File: src/rtl/lfsr_rng_arbiter.sv
// lfsr_rng_arbiter: one 32-bit Fibonacci LFSR shared round-robin among N_REQ requesters.
// Each grant carries one word and advances the LFSR once; reset/reseed runs a warm-up first.
module lfsr_rng_arbiter #(
  parameter int unsigned N_REQ         = 4,
  parameter logic [31:0] SEED          = 32'h12345678,
  parameter int unsigned WARMUP_CYCLES = 16
) (
  input  logic             clk,
  input  logic             reset,
  input  logic [N_REQ-1:0] req,
  output logic [N_REQ-1:0] gnt,
  output logic [31:0]      rnd_data,
  input  logic             seed_load,
  input  logic [31:0]      seed_in,
  output logic             busy
);

  localparam int unsigned PW       = (N_REQ > 1) ? $clog2(N_REQ) : 1;
  localparam logic [7:0]  WARM_CNT = 8'(WARMUP_CYCLES);
  localparam logic        WARM_EN  = (WARMUP_CYCLES != 32'd0);

  typedef enum logic [0:0] {
    ST_WARM  = 1'b0,
    ST_SERVE = 1'b1
  } state_e;

  localparam state_e START_ST = WARM_EN ? ST_WARM : ST_SERVE;

  function automatic logic [31:0] lfsr_next(input logic [31:0] s);
    return {s[30:0], s[31] ^ s[21] ^ s[1] ^ s[0]};
  endfunction

  state_e           state_q;
  logic [7:0]       cnt_q;
  logic [31:0]      s_q;
  logic [PW-1:0]    ptr_q;
  logic [N_REQ-1:0] gnt_q;
  logic [31:0]      rnd_q;
  logic             busy_q;

  logic [N_REQ-1:0] elig_s;
  logic [N_REQ-1:0] gnt_d;
  logic [PW-1:0]    ptr_d;
  logic             pick_v_s;

  // A requester granted last cycle sits out this cycle so one holder cannot hog words.
  assign elig_s = req & ~gnt_q;

  // Round-robin search starting at ptr_q, wrapping modulo N_REQ.
  always_comb begin
    logic [PW:0] idx_w;
    logic [PW:0] nxt_w;
    logic        hit_w;
    gnt_d    = '0;
    ptr_d    = ptr_q;
    pick_v_s = 1'b0;
    for (int i = 0; i < N_REQ; i++) begin
      idx_w    = {1'b0, ptr_q} + (PW+1)'(i);
      idx_w    = (idx_w >= (PW+1)'(N_REQ)) ? idx_w - (PW+1)'(N_REQ) : idx_w;
      nxt_w    = idx_w + (PW+1)'(1);
      nxt_w    = (nxt_w >= (PW+1)'(N_REQ)) ? (PW+1)'(0) : nxt_w;
      hit_w    = ~pick_v_s & elig_s[idx_w[PW-1:0]];
      gnt_d    = hit_w ? (N_REQ'(1'b1) << idx_w[PW-1:0]) : gnt_d;
      ptr_d    = hit_w ? nxt_w[PW-1:0] : ptr_d;
      pick_v_s = pick_v_s | hit_w;
    end
  end

  // Seeding/warm-up/serve sequencer; every output is registered here.
  always_ff @(posedge clk) begin
    if (reset) begin
      state_q <= START_ST;
      cnt_q   <= WARM_CNT;
      s_q     <= SEED;
      ptr_q   <= '0;
      gnt_q   <= '0;
      rnd_q   <= 32'h0;
      busy_q  <= WARM_EN;
    end else if (seed_load) begin
      // An all-zero seed would lock the LFSR, so substitute SEED.
      state_q <= START_ST;
      cnt_q   <= WARM_CNT;
      s_q     <= (seed_in == 32'h0) ? SEED : seed_in;
      gnt_q   <= '0;
      busy_q  <= WARM_EN;
    end else begin
      case (state_q)
        ST_WARM: begin
          gnt_q <= '0;
          s_q   <= lfsr_next(s_q);
          cnt_q <= cnt_q - 8'd1;
          if (cnt_q <= 8'd1) begin
            state_q <= ST_SERVE;
            busy_q  <= 1'b0;
          end else begin
            state_q <= ST_WARM;
            busy_q  <= 1'b1;
          end
        end
        ST_SERVE: begin
          busy_q <= 1'b0;
          gnt_q  <= gnt_d;
          if (pick_v_s) begin
            rnd_q <= s_q;
            s_q   <= lfsr_next(s_q);
            ptr_q <= ptr_d;
          end else begin
            rnd_q <= rnd_q;
            s_q   <= s_q;
            ptr_q <= ptr_q;
          end
        end
        default: begin
          state_q <= START_ST;
          cnt_q   <= WARM_CNT;
          gnt_q   <= '0;
          busy_q  <= WARM_EN;
        end
      endcase
    end
  end

  assign gnt      = gnt_q;
  assign rnd_data = rnd_q;
  assign busy     = busy_q;

endmodule

File: config.mk
export PLATFORM = sky130hd
export DESIGN_NAME = lfsr_rng_arbiter
export DESIGN_NICKNAME = d
export VERILOG_FILES = /design/src/rtl/lfsr_rng_arbiter.sv
export SDC_FILE = /design/constraint.sdc
export NUM_CORES = 1
export LEC_CHECK = 0
export ABC_AREA = 1
export BUFFER_PORTS_ARGS = -buffer_cell sky130_fd_sc_hd__buf_4
export CAP_MARGIN = 20
export CORE_AREA = 5 5 90 92
export DETAILED_ROUTE_END_ITERATION = 10
export DIE_AREA = 0 0 95 97
export PLACE_DENSITY = 0.87
export SLEW_MARGIN = 5
export SYNTH_ARGS = -nofsm -noshare
export SYNTH_HDL_FRONTEND = slang
export SYNTH_SLANG_ARGS = --single-unit
File: constraint.sdc
create_clock -name clk -period 4.3 [get_ports clk]
set_input_delay 0.43 -clock clk [delete_from_list [all_inputs] [get_ports clk]]
set_output_delay 0.43 -clock clk [all_outputs]
set_load 0.02 [all_outputs]
=== After elaboration in Yosys (flattened, before gate mapping) ===
Index checks and enable logic that the tools add are counted.

* Input bits: 39
* Word-level logic and storage cells: 91
* Flip-flop bits (word level): 80
* Output and inout bits: 37

* Equal/unequal tests: 1
* Multiplexer cells: 33
* Shift-type cells: 4
* $lt $le $gt $ge: 13
* Bitwise gates (word level): 16
* $add $sub $neg: 12
* Reductions and logical operators: 5

{| class="wikitable"
|+ Operators by type and width
! operator !! number
|-
| 32-bit two-way mux || 3
|-
| 32-bit case mux with 2 select lines || 1
|-
| 32-bit zero test || 1
|-
| 3-bit >= comparator, second input constant || 7
|-
| 2-bit two-way mux || 8
|-
| 4-bit two-way mux || 4
|-
| 1-bit by 2-bit << shifter with 4-bit output, first input constant || 4
|-
| 3-bit by 1-bit adder with 3-bit output, second input constant || 4
|-
| 2-bit by 3-bit less-than comparator with 1-bit output, second input constant || 4
|-
| 3-bit two-way mux || 4
|-
| 3-bit subtractor, second input constant || 3
|-
| 1-bit binary-select mux with 2-bit select || 4
|-
| 8-bit by 1-bit less-or-equal comparator with 1-bit output, second input constant || 1
|-
| 4-bit case mux with 2 select lines || 1
|-
| 8-bit by 1-bit subtractor with 8-bit output, second input constant || 1
|-
| 1-bit two-way mux || 7
|-
| 2-bit by 2-bit adder with 3-bit output, second input constant || 2
|-
| 1-bit inverter || 5
|-
| 4-bit AND || 1
|-
| 4-bit inverter || 1
|-
| 4-bit AND reduction || 1
|-
| 4-bit nonzero test || 1
|-
| 2-bit by 1-bit adder with 3-bit output, second input constant || 1
|-
| 1-bit AND || 3
|-
| other kinds (8) || 12
|}

=== Logic depth before layout (Yosys ltp) ===
* Word-level depth: 16
* Gate-level depth with buffers: 13
* Depth with buffers taken out: 13

=== Worst setup path after synthesis ===
Ideal clock, no wire load.

* Path type: reg-to-reg
* Start: reg ptr_q[0]
* End: reg s_q[21]
* Setup time: 0.134 ns
* Arrival time: 1.808 ns
* Period minus slack after synthesis: 1.942 ns
* Slack: 2.358 ns
* Path buffers: 1
* Data required time: 4.166 ns
* Cell stages (with the launch flop): 12
* Cells stage by stage: dfxtp_1 inv_2 ha_1 inv_1 nand3_1 nand2_2 nand2_4 nor2_8 nand3_4 buf_2 o211ai_1 nand3_1

* Cells in the longest elaborated chain, start to end: 14
* Elaborated cells between the ends (all ways): 33
* Classes of those cells: 7 x add/sub; 4 x order compare; 1 x eq/ne; 12 x mux; 9 x bitwise

{| class="wikitable"
|+ Ends and longest elaborated chain
! what !! line !! RTL
|-
| from (decl) || 36 || <nowiki>logic [PW-1:0] ptr_q;</nowiki>
|-
| from (signal assigned) || 106 || <nowiki>ptr_q <= ptr_d;</nowiki>
|-
| from (signal assigned) || 110 || <nowiki>ptr_q <= ptr_q;</nowiki>
|-
| 2-bit by 1-bit adder with 3-bit output (tied with other cells) || 58 || <nowiki>idx_w = {1'b0, ptr_q} + (PW+1)'(i);</nowiki>
|-
| 3-bit subtractor (tied with other cells) || 59 || <nowiki>idx_w = (idx_w >= (PW+1)'(N_REQ)) ? idx_w - (PW+1)'(N_REQ) : idx_w;</nowiki>
|-
| 3-bit two-way mux or 1-bit binary-select mux with 2-bit select (tied branches) || 59, 62 ||
|-
| 1-bit binary-select mux with 2-bit select or 1-bit two-way mux (tied branches) || 62 || <nowiki>hit_w = ~pick_v_s & elig_s[idx_w[PW-1:0]];</nowiki>
|-
| 1-bit two-way mux (not written as such) or 1-bit inverter (tied branches) || 62 ||
|-
| 1-bit AND || 62 ||
|-
| 1-bit bitwise OR || 65 || <nowiki>pick_v_s = pick_v_s | hit_w;</nowiki>
|-
| 1-bit inverter || 62 ||
|-
| 1-bit AND || 62 ||
|-
| 1-bit bitwise OR || 65 ||
|-
| 1-bit inverter || 62 ||
|-
| 1-bit AND || 62 ||
|-
| 1-bit bitwise OR (*) || 65 ||
|-
| 3-bit by 2-bit inequality test with 1-bit output (no source line) (*) || n/a ||
|-
| to (signal assigned) || 83 || <nowiki>s_q <= (seed_in == 32'h0) ? SEED : seed_in;</nowiki>
|-
| to (signal assigned) || 90 || <nowiki>s_q <= lfsr_next(s_q);</nowiki>
|-
| to (signal assigned) || 105 || <nowiki>s_q <= lfsr_next(s_q);</nowiki>
|-
| to (decl) || 35 || <nowiki>logic [31:0] s_q;</nowiki>
|}

Mark *: on every way between the ends. The rest lies on a longest branch, timed or not. The select of a mux whose other input is x is not followed.
A chain may end at the register's enable or synchronous reset.

=== Worst setup path after layout ===
* Start: reg ptr_q[0]
* End: reg rnd_q[28], in the netlist rnd_data[28]

* Cells in the longest elaborated chain, start to end: 14
* Elaborated cells between the ends (all ways): 33
* Classes of those cells: 7 x add/sub; 4 x order compare; 12 x mux; 9 x bitwise; 1 x reduce/logical

{| class="wikitable"
|+ Ends and longest elaborated chain
! what !! line !! RTL
|-
| 2-bit by 1-bit adder with 3-bit output (tied with other cells) || 58 ||
|-
| 3-bit subtractor (tied with other cells) || 59 ||
|-
| 3-bit two-way mux or 1-bit binary-select mux with 2-bit select (tied branches) || 59, 62 ||
|-
| 1-bit binary-select mux with 2-bit select or 1-bit two-way mux (tied branches) || 62 ||
|-
| 1-bit two-way mux (not written as such) or 1-bit inverter (tied branches) || 62 ||
|-
| 1-bit AND || 62 ||
|-
| 1-bit bitwise OR || 65 ||
|-
| 1-bit inverter || 62 ||
|-
| 1-bit AND || 62 ||
|-
| 1-bit bitwise OR || 65 ||
|-
| 1-bit inverter || 62 ||
|-
| 1-bit AND || 62 ||
|-
| 1-bit bitwise OR (*) || 65 ||
|-
| 3-bit AND reduction (no source line) (*) || n/a ||
|-
| to (signal assigned) || 104 || <nowiki>rnd_q <= s_q;</nowiki>
|-
| to (signal assigned) || 108 || <nowiki>rnd_q <= rnd_q;</nowiki>
|-
| to (decl) || 38 || <nowiki>logic [31:0] rnd_q;</nowiki>
|}

Marks and branches as above.

==> metrics.csv <==
stage;metric;value;unit
cts;path_clk_slew;0.09;ns
synthesis;yosysWarnings;0;
hold_path;hold_path_class;in2reg;
floorplanning;dieArea;9220;um2
timing;finalMaxSlewViolations;0;
power;powerDensity;336;nW/um2
power;switchingPower;0.000420;W
critical_path;crit_type;reg2reg;
timing;skew;0.00897;ns
placement;dp_hpwl;6390;um
grt;grt_overflow;0;
timing;slew_headroom;35.5;%
cells_and_area;nets;626;
grt;grt_pass1_wl;14600;um
routing;wl;8890;um
job;maxCapViolCount;0;
cts;numCtsBuffers;9;
placement;post-place-ws;1.39;ns
synthesis;yosysSeqAreaShare;43.2;%
routing;num_vias;3572;
power;leakagePower;2.02;nW
power;clkPwrFrac;34.7;%
timing;setup_viol;0;
timing;fin_crit_sh;68.2;%
cts;cts_sinks;80;
synthesis;synth_nets;563;
synthesis;ys_ff_latch;80;
floorplanning;die_w;95;um
grt;track_usage;19.3;%
grt;grt_max_degree;65;
timing;finalCriticalPeriod;2.93;ns
placement;io_buffers;75;
grt;antenna_found_initial;0;
cts;cts_tree;built;
cells_and_area;diodes;0;
timing;tns;0;ns
routing;drc;0;
floorplanning;std_cell_rows;31;
cts;cts_buffer_depth;2;
routing;drt_iter0_drc;253;
critical_path;crit_arrival;3.22;ns
routing;via_per_inst;5.21;
cells_and_area;fin_util;62.7;%
synthesis;synth_cells;518;
cts;ctsHoldBuffers;0;
critical_path;required;4.58;ns
cells_and_area;drive_gt1_share;18.3;%
cells_and_area;area_growth;20.7;%
timing;setup_slack;1.37;ns
power;p_sw_share;27.9;%
floorplanning;dieHeight;97;um
routing;drtPass1Iterations;7;
cts;htree_levels;3;
synthesis;syn-cell-area;3710;um2
critical_path;max_stage_delay;0.76;ns
critical_path;crit_path_end_kind;flip-flop;
placement;place.gp.congestion;0.847;
routing;wl_per_cell;13.0;um
cts;clock_latency;0.35;ns
timing;rsz0062_at_grt;no;
grt;grt_pass1_vias;3215;
timing;finalHoldViolCount;0;
floorplanning;coreArea;7140;um2
power;internal_power;0.00108;W
cts;cts_resized;0;
critical_path;cp_max_fo;38;
critical_path;critPathLaunchType;flip-flop;
floorplanning;start_util;52.0;%
synthesis;synth.distinct_cells;32;
floorplanning;ioPinCount;76;
synthesis;syn_avg_cell_area;7.16;um2
status;status;finished clean;
timing;fmax;341;MHz
critical_path;crit_chain;inv_2, ha_1, inv_1, nand3_1, nand2_2, nand2_4, nor2_8, a21boi_4, buf_4, o21ai_0, a21oi_1;
routing;final_antenna_net_count;0;
critical_path;crit_slowest_cell;a21boi_4;
power;p_seq_share;52.4;%
timing;worst_pin_slew;0.965;ns
power;ir_drop;186;uV
cts;root_buffer;clkbuf_8;
power;combPwrFrac;12.9;%
cts;postCtsSetupBuffers;0;
## final timing paths
path	start	to	slack, ns	cells past startpoint
max reg2reg	ptr_q[0]	rnd_data[28]	1.37	11
max	ptr_q[0]	rnd_data[28]	1.37	11
min reg2reg	s_q[10]	rnd_data[10]	0.48	2
min	reset	ptr_q[1]	0.35	4
## power by group through the flow
stage	Sequential, W	Combinational, W	Clock, W
final	0.000789	0.000193	0.000523
after global routing	0.000793	0.000216	0.000569
after CTS	0.000789	0.000193	0.000531
after detailed placement	0.000805	0.000192	0
after global placement	0.000804	0.000186	0
after floorplan	0.000808	0.000122	0
## registers in the layout, summed over array words and instances (netlist names)
register,count
cnt_q,8
state_q,1
rnd_data,32
busy,1
s_q,32
ptr_q,2
gnt,4
## per-stage QoR
step | std cells | hold WS, ns | instance area, um2 | power (W)
CTS | 685 | 0.335 | 4480 | 0.00151
global placement | 669 | 0.451 | 4290 | 0.000990
detailed placement | 669 | 0.461 | 4290 | 0.000997
floorplan | 518 | 0.438 | 3710 | 0.000930
finish | 685 | 0.354 | 4480 | 0.00150
global route | 685 | 0.350 | 4480 | 0.00158
## synthesized netlist by cell type, drive strengths merged
master   instances  area share [%]
nor2            56             6.1
buf             12             2.0
and3             1            0.17
xnor2            2            0.47
a21boi           1            0.51
a211oi           1            0.20
a21oi           58             7.8
o211ai           6             1.2
or3              1            0.17
clkbuf          13             1.3
nand3           38             6.0
nand3b           1            0.20
o2111ai          1            0.24
ha               6             2.0
inv             59             6.0
o21ai           87              12
nand2           87             9.3
xor2             2            0.47
dfxtp           80              43
nor3             2            0.27
o22ai            3            0.51
nand4            1            0.17
## cell usage in the layout, fill, tap and decap left out, drive strengths merged, types with 2 or more instances in the layout
cell type,instances
xor2,2
buf,77
clkbuf,10
inv,62
nor2,56
xnor2,2
a21oi,58
ha,6
o22ai,3
o21ai,87
dfxtp,80
nor3,2
clkinvlp,3
nand3,38
o211ai,6
nand2,87
## area by class of cell
type | instances | area (um2)
clock inverters | 6 | 51.3
multi-input cells | 354 | 1760
inverters | 59 | 221
fillers | 666 | 2660
well taps | 99 | 124
clock buffers | 10 | 138
repair buffers | 77 | 578
flip-flops and latches | 80 | 1600
## layer usage
layer	part of all wire [%]	vias up	GRT usage [%]
li1	-	1834	-
met1	45	1618	26.3
met2	47	106	29.9
met3	5.5	14	4.11
met4	1.6	0	6.44
met5	0	-	0
## critical path: cells and delay by family (launching register included)
kind | cells | cell delay [ns]
buf+inv | 3 | 0.62
simple gates | 4 | 0.37
flops | 1 | 0.50
fa+ha+maj | 1 | 0.38
compound gates | 3 | 1.02
## cell families after synthesis
kind of cell             Yosys count  share of synthesized area, %
XOR/XNOR                           4                         0.945
flip-flops                        80                          43.2
buffers and inverters             84                          9.27
AO/OA/AOI/OAI                    157                          22.2
AND/OR/NAND/NOR                  187                          22.4
adder cells (fa/ha/maj)            6                          2.02
No activity file was read; power rests on OpenSTA's default activity.
